`config.mk`:
```
export PLATFORM = sky130hd
export DESIGN_NAME = dm_port_arbiter
export DESIGN_NICKNAME = d
export VERILOG_FILES = /design/src/rtl/dm_arb_pkg.sv /design/src/rtl/dm_arb_age_ctr.sv /design/src/rtl/dm_port_arbiter.sv
export SDC_FILE = /design/constraint.sdc
export NUM_CORES = 1
export LEC_CHECK = 0
export ABC_AREA = 1
export CAP_MARGIN = 20
export CORE_AREA = 2 2 140 142
export DETAILED_ROUTE_END_ITERATION = 10
export DIE_AREA = 0 0 142 144
export GPL_TIMING_DRIVEN = 0
export HOLD_SLACK_MARGIN = 0.02
export PLACE_DENSITY = 0.62
export SLEW_MARGIN = 20
export SYNTH_ARGS = -nofsm -noshare
export SYNTH_HDL_FRONTEND = slang
export SYNTH_SLANG_ARGS = --single-unit
```
`constraint.sdc`:
```
create_clock -name clk -period 2.6 [get_ports clk]
set_input_delay 0.65 -clock clk [delete_from_list [all_inputs] [get_ports clk]]
set_output_delay 0.65 -clock clk [all_outputs]
set_load 0.05 [all_outputs]
```
`src/rtl/dm_arb_pkg.sv`:
```
// dm_port_arbiter shared types: FSM state encoding and DM geometry.
package dm_arb_pkg;

  typedef enum logic {
    S_CPU = 1'b0,
    S_DMA = 1'b1
  } arb_state_e;

  // DM holds 1024 words; word index is byte address [11:2]
  localparam int DM_AW = 10;

endpackage

```
`src/rtl/dm_arb_age_ctr.sv`:
```
// Saturating count of DMA requests denied by CPU priority.
// Only built when DM_ARB_AGE_EN is defined.
module dm_arb_age_ctr #(
  parameter int AGE_LIMIT = 16
) (
  input  logic clk,
  input  logic reset,
  input  logic inc,
  input  logic clr,
  output logic hit
);

  localparam int CW = $clog2(AGE_LIMIT + 1);
  localparam logic [CW-1:0] LIM = CW'(AGE_LIMIT);

  logic [CW-1:0] cnt;

  always_ff @(posedge clk) begin
    if (reset || clr) begin
      cnt <= '0;
    end else if (inc && cnt != LIM) begin
      cnt <= cnt + 1'b1;
    end
  end

  assign hit = (cnt == LIM);

endmodule

```
`src/rtl/dm_port_arbiter.sv`:
```
// Shares the single-port DM between the CPU M stage and the DMA port.
// Optional DMA aging under `define DM_ARB_AGE_EN.
module dm_port_arbiter
  import dm_arb_pkg::*;
#(
  parameter int MAX_BURST = 8,
  parameter int AGE_LIMIT = 16
) (
  input  logic        clk,
  input  logic        reset,
  input  logic        cpu_req,
  input  logic        cpu_we,
  input  logic [31:0] cpu_addr,
  input  logic [31:0] cpu_wdata,
  input  logic [31:0] cpu_pc8,
  output logic        cpu_stall,
  output logic [31:0] cpu_rdata,
  input  logic        dma_req,
  input  logic        dma_we,
  input  logic [31:0] dma_addr,
  input  logic [31:0] dma_wdata,
  output logic        dma_gnt,
  output logic        dma_rvalid,
  output logic [31:0] dma_rdata,
  output logic [31:0] dm_addr,
  output logic [31:0] dm_wd,
  output logic        dm_we,
  output logic [31:0] dm_pc8,
  input  logic [31:0] dm_rdata
);

  localparam int BW = $clog2(MAX_BURST) + 1;
  localparam logic [BW-1:0] LAST = BW'(MAX_BURST - 1);

  arb_state_e    state, state_n;
  logic [BW-1:0] beat_cnt, beat_cnt_n;
  logic          age_hit;

`ifdef DM_ARB_AGE_EN
  logic age_inc, age_clr;

  assign age_inc = (state == S_CPU) && cpu_req && dma_req;
  assign age_clr = !dma_req ||
                   (state == S_CPU && state_n == S_DMA);

  dm_arb_age_ctr #(
    .AGE_LIMIT(AGE_LIMIT)
  ) u_age (
    .clk  (clk),
    .reset(reset),
    .inc  (age_inc),
    .clr  (age_clr),
    .hit  (age_hit)
  );
`else
  // No aging: CPU priority is absolute
  assign age_hit = (AGE_LIMIT < 0);
`endif

  always_comb begin
    state_n    = state;
    beat_cnt_n = beat_cnt;
    dm_addr    = cpu_addr;
    dm_wd      = cpu_wdata;
    dm_we      = cpu_req & cpu_we;
    dm_pc8     = cpu_pc8;
    cpu_stall  = 1'b0;
    dma_gnt    = 1'b0;
    case (state)
      S_CPU: begin
        if (dma_req && (!cpu_req || age_hit)) begin
          state_n    = S_DMA;
          beat_cnt_n = '0;
        end
      end
      S_DMA: begin
        dm_addr   = dma_addr;
        dm_wd     = dma_wdata;
        dm_we     = dma_req & dma_we;
        dm_pc8    = '0;
        dma_gnt   = dma_req;
        cpu_stall = cpu_req;
        if (!dma_req) begin
          state_n = S_CPU;
        end else begin
          beat_cnt_n = beat_cnt + 1'b1;
          if (beat_cnt == LAST) state_n = S_CPU;
        end
      end
      default: state_n = S_CPU;
    endcase
    // Never commit a write while reset is held
    if (reset) dm_we = 1'b0;
  end

  always_ff @(posedge clk) begin
    if (reset) begin
      state      <= S_CPU;
      beat_cnt   <= '0;
      dma_rvalid <= 1'b0;
      dma_rdata  <= '0;
    end else begin
      state      <= state_n;
      beat_cnt   <= beat_cnt_n;
      dma_rvalid <= dma_gnt & ~dma_we;
      if (dma_gnt && !dma_we) dma_rdata <= dm_rdata;
    end
  end

  assign cpu_rdata = dm_rdata;

endmodule

```
# [Word-level counts from Yosys, hierarchy flattened]
# Cells that the tools add are included.
[classes] n_addsub=1 n_eq_ne=3 mux=14 bitwise_logic=5 reduce_logical=5
[ops] cell="$mux 32" n=3
[ops] cell="$mux 4" n=2
[ops] cell="$pmux 4 s2" n=1
[ops] cell="$mux 1" n=7
[ops] cell="$add 4x1->4 const B" n=1
[ops] cell="$eq 4x3->1 const B" n=1
[ops] cell="$ne 2x2->1 const B" n=2
[ops] cell="$and 1x1->1" n=3
[ops] cell="$logic_and 1x1->1" n=2
[ops] cell="$logic_not 1->1" n=2
[ops] cell="$not 1->1" n=2
[ops] cell="$pmux 1 s2" n=1
[ops] cell="$reduce_and 2->1" n=1
[totals] register_bits=38 output_inout_bits=164

# [Depth between registers and ports, before layout]
[logic_depth] ltp_word=4 ltp_mapped=7 depth_no_buf=6

# [Least setup slack after synthesis]
# Ideal clock, no wire load.
[synth_timing] path_type="input -> output" from="in dma_req" to="out dm_we" t_arrival_ps=1940 required_ps=1950 setup_slack_ps=10 stages=4 n_path_buf=0 cell_sequence="nand2_4 -> inv_1 -> nand2_1 -> a21oi_1"
[synth_between] elab_chain_len=3
[synth_rtl] element="start: declaration" line="dm_port_arbiter.sv:18" source="input logic dma_req,"
[synth_rtl] element="$and 1x1->1" line="dm_port_arbiter.sv:79" source="dm_we = dma_req & dma_we;"
[synth_rtl] element="$mux 1" line="dm_port_arbiter.sv:69" source="case (state)"
[synth_rtl] element="$mux 1" line="dm_port_arbiter.sv:93" source="if (reset) dm_we = 1'b0;"
[synth_rtl] element="end: declaration" line="dm_port_arbiter.sv:27" source="output logic dm_we,"
# Every way passes these cells.

# [Final worst setup path]
[layout_timing] from="in dma_req" to="out dma_gnt"
[layout_between] elab_chain_len=1
[layout_rtl] element="$mux 1" line="dm_port_arbiter.sv:69"
[layout_rtl] element="end: declaration" line="dm_port_arbiter.sv:22" source="output logic dma_gnt,"
# Every way passes these cells.

==> summary.txt <==
Global routing
  • Largest net degree at the start of global routing: 12
  • Number of global-route vias before repair: 3985
  • Wire length of the first global-routing pass: 21400 um
  • Total grt overflow: 0
  • Number of antenna violations at the first check in global routing: 3
  • Combined global-route utilization of all metal layers: 0.135

Finish
  • Layout Cells excl Fill: 1099
  • Area growth from synthesis to layout: 138%
  • Fillcell total: 2075
  • Share of layout cells above drive strength 1: 0.133
  • Utilization of the core after routing: 0.341
  • Nets: 1056

Timing
  • PnR worst setup slack: 108 ps
  • Final Hold Vio Count: 0
  • Count of final max-slew check failures: 0
  • Total setup violations reported at the end of the flow: 0
  • Maximum frequency from static timing analysis: 0.401 GHz
  • Relative slew slack: 0.642
  • Worst-margin pin slew: 536 ps
  • Max Clock Skew: 1.45 ps
  • Minimum clock period after layout: 2490 ps
  • Final clock period utilization by the worst path: 0.958

Power and ir drop
  • Worst ir drop on vdd: 0.227 mV
  • LEAKAGE: 3.30 nW
  • Pwr Density: 384 nW/um^2

Route
  • Total wirelength of the detailed-routed design: 15000 um
  • Vias per cell: 3.73
  • Total number of vias: 4094
  • Wirelength per Cell: 13.6 um
  • Initial DRC Count: 103
  • Number of nets with antenna violations after routing: 0
  • Residual DRC count: 0
  • Drt pass-1 iters: 5

Clock tree
  • Root Buffer Master: sky130_fd_sc_hd__clkbuf_16
  • Inserted Clock Buffers: 5
  • Clock sink total: 38
  • Clock latency of the later-clocked register in the worst-skew pair: 280 ps
  • Max Root-Sink Buffers: 2
  • Clock-pin slew reported for the worst setup and hold paths after clock tree synthesis: 50 ps
  • Number of hold buffers added after CTS: 0
  • TritonCTS clock tree: done
  • H-Tree Level Count: 2
  • Number of post-CTS setup repair buffers: 0

Floorplan
  • Die W: 142 um
  • Y dimension of the die: 144 um
  • Core area: 19100 sq um
  • Standard-cell row count: 51
  • Boundary Pins: 362
  • Area of the die: 20400 sq um
  • Effective utilization at floorplan: 0.144

Setup path
  • CP arrival: 1840 ps
  • Largest fanout on the critical path: 4
  • Required time reported for the critical path endpoint: 1950 ps
  • Kind of start point of the critical path: input pin
  • Critical-path cell with the highest stage delay: sky130_fd_sc_hd__clkdlybuf4s50_1
  • Worst Path Class, Setup: in -> out
  • Crit path largest cell delay: 570 ps
  • Cell-by-cell listing of the critical path: clkdlybuf4s50_1 -> nand2_4 -> inv_1 -> clkdlybuf4s15_2
  • Element type at the critical path end: output port

Status
  • Outcome: finished, final reports clean

Synth
  • Distinct cell type count after synthesis: 17
  • Yosys synthesis warning count: 0
  • Syn_nets: 688
  • Top cells by area in the synthesized netlist: sky130_fd_sc_hd__nand2_1, sky130_fd_sc_hd__dfxtp_1, sky130_fd_sc_hd__nor2_1
  • Number of instances in the synthesized netlist: 489
  • Post-synth top area share: 0.280
  • Mean post-synth cell area: 5.60 sq um
  • Number of storage elements in the synthesis netlist: 38
  • Portion of the post-synthesis area used by sequential elements: 0.278
  • Largest area contributor in the synthesized netlist: sky130_fd_sc_hd__nand2_1
  • Combined area of all synthesized cells: 2740 sq um

Placed design
  • Minimum setup slack after placement: -509 ps
  • Count of port buffers added during placement: 361
  • Placed cell count: 1088
  • Hpwl dp: 12800 um
  • Final weighted congestion in routability-driven placement: 0.869

Flow run
  • Max capacitance violation total: 0

Min path
  • Hold crit path type: reg -> reg
## kinds of logic after synthesis
| family | Yosys count | share of synthesized area |
|---|---|---|
| and+or+nand+nor | 311 | 0.437 |
| buffers and inverters | 100 | 0.209 |
| AOI/OAI and AO/OA | 39 | 0.0713 |
| DFF | 38 | 0.278 |
| adders and majority gates | 1 | 0.00457 |
## stage by stage
stage | setup TNS (ps) | cell area, sq um | hold WS, ps | power, mW
2_1_floorplan | 0 | 2740 | 448 | 1.37
3_3_place_gp | -13040 | 6650 | 467 | 2.02
3_5_place_dp | -13160 | 6650 | 474 | 2.02
4_1_cts | 0 | 6680 | 488 | 2.56
5_1_grt | -9.69 | 6500 | 515 | 2.63
6_report | 0 | 6500 | 485 | 2.50
## worst paths after layout
| check | cells past startpoint | from | end | slack (ps) |
|---|---|---|---|---|
| hold / removal | 1 | beat_cnt[0] | beat_cnt[0] | 480 |
| setup / recovery | 4 | dma_req | dma_gnt | 110 |
| setup reg to reg | 7 | state | dma_rdata[28] | 1330 |
| hold reg to reg | 1 | beat_cnt[0] | beat_cnt[0] | 480 |
## worst max-delay path: cells and delay by family
kind                   cells  cell delay, ps
buffers and inverters      3            1100
AND/OR/NAND/NOR            1             100
## cell type report
cell class | count | area [sq um] | area share
Tap cell | 238 | 298 | 0.0458
Antenna cell | 3 | 7.51 | 0.00115
Clock buffer | 7 | 143 | 0.0219
Inverter | 41 | 156 | 0.0240
Sequential cell | 38 | 761 | 0.117
Timing Repair Buffer | 361 | 3310 | 0.509
Multi-Input combinational cell | 351 | 1410 | 0.216
Buffer | 59 | 422 | 0.0648
Clock inverter | 1 | 5.00 | 0.000769
## report_power, final
part	internal [mW]	switching [mW]
sequential	0.597	0.00655
combinational	0.492	0.802
clock	0.380	0.222
total	1.47	1.03
## layer usage
layer | GRT usage | share of wire | vias to the layer above
met5 | 0 | 0 | -
met4 | 0.0389 | 0.017 | 0
met3 | 0.0450 | 0.095 | 13
met2 | 0.245 | 0.49 | 190
met1 | 0.151 | 0.40 | 1724
li1 | - | - | 2167
## synthesized netlist by cell type
cell type and instances:
sky130_fd_sc_hd__nor2_8 1, sky130_fd_sc_hd__nand2_1 204, sky130_fd_sc_hd__buf_6 6, sky130_fd_sc_hd__nor3_1 2, sky130_fd_sc_hd__inv_4 1, sky130_fd_sc_hd__ha_1 1
sky130_fd_sc_hd__clkbuf_1 9, sky130_fd_sc_hd__a21oi_1 5, sky130_fd_sc_hd__o21ai_1 8, sky130_fd_sc_hd__buf_2 6, sky130_fd_sc_hd__buf_4 38, sky130_fd_sc_hd__inv_1 40
sky130_fd_sc_hd__o21ai_0 26, sky130_fd_sc_hd__nor2_1 100, sky130_fd_sc_hd__nand2_4 1, sky130_fd_sc_hd__nand3_1 3, sky130_fd_sc_hd__dfxtp_1 38
## registers in the layout, summed over array words and instances (netlist names)
| register | count |
|---|---|
| dma_rvalid | 1 |
| dma_rdata | 32 |
| beat_cnt | 4 |
| state | 1 |
## timing repair
item | CTS | global route
gates resized for setup | 178 | 81
endpoints found under the setup margin | 131 | 61
pin swaps | 0 | 0
## layout by cell type, fill, tap and decap left out, drive strengths merged
master	Yosys	routed
buf	50	54
o21ai	34	34
nor2	101	101
dfxtp	38	38
clkinv	0	1
a21oi	5	5
ha	1	1
nor3	2	2
inv	41	41
clkdlybuf4s50	0	230
nand3	3	3
clkbuf	9	57
diode	0	3
clkdlybuf4s15	0	13
nand2	205	205
dlygate4sd2	0	72
clkdlybuf4s18	0	1
(Power assumes the default switching activity.)
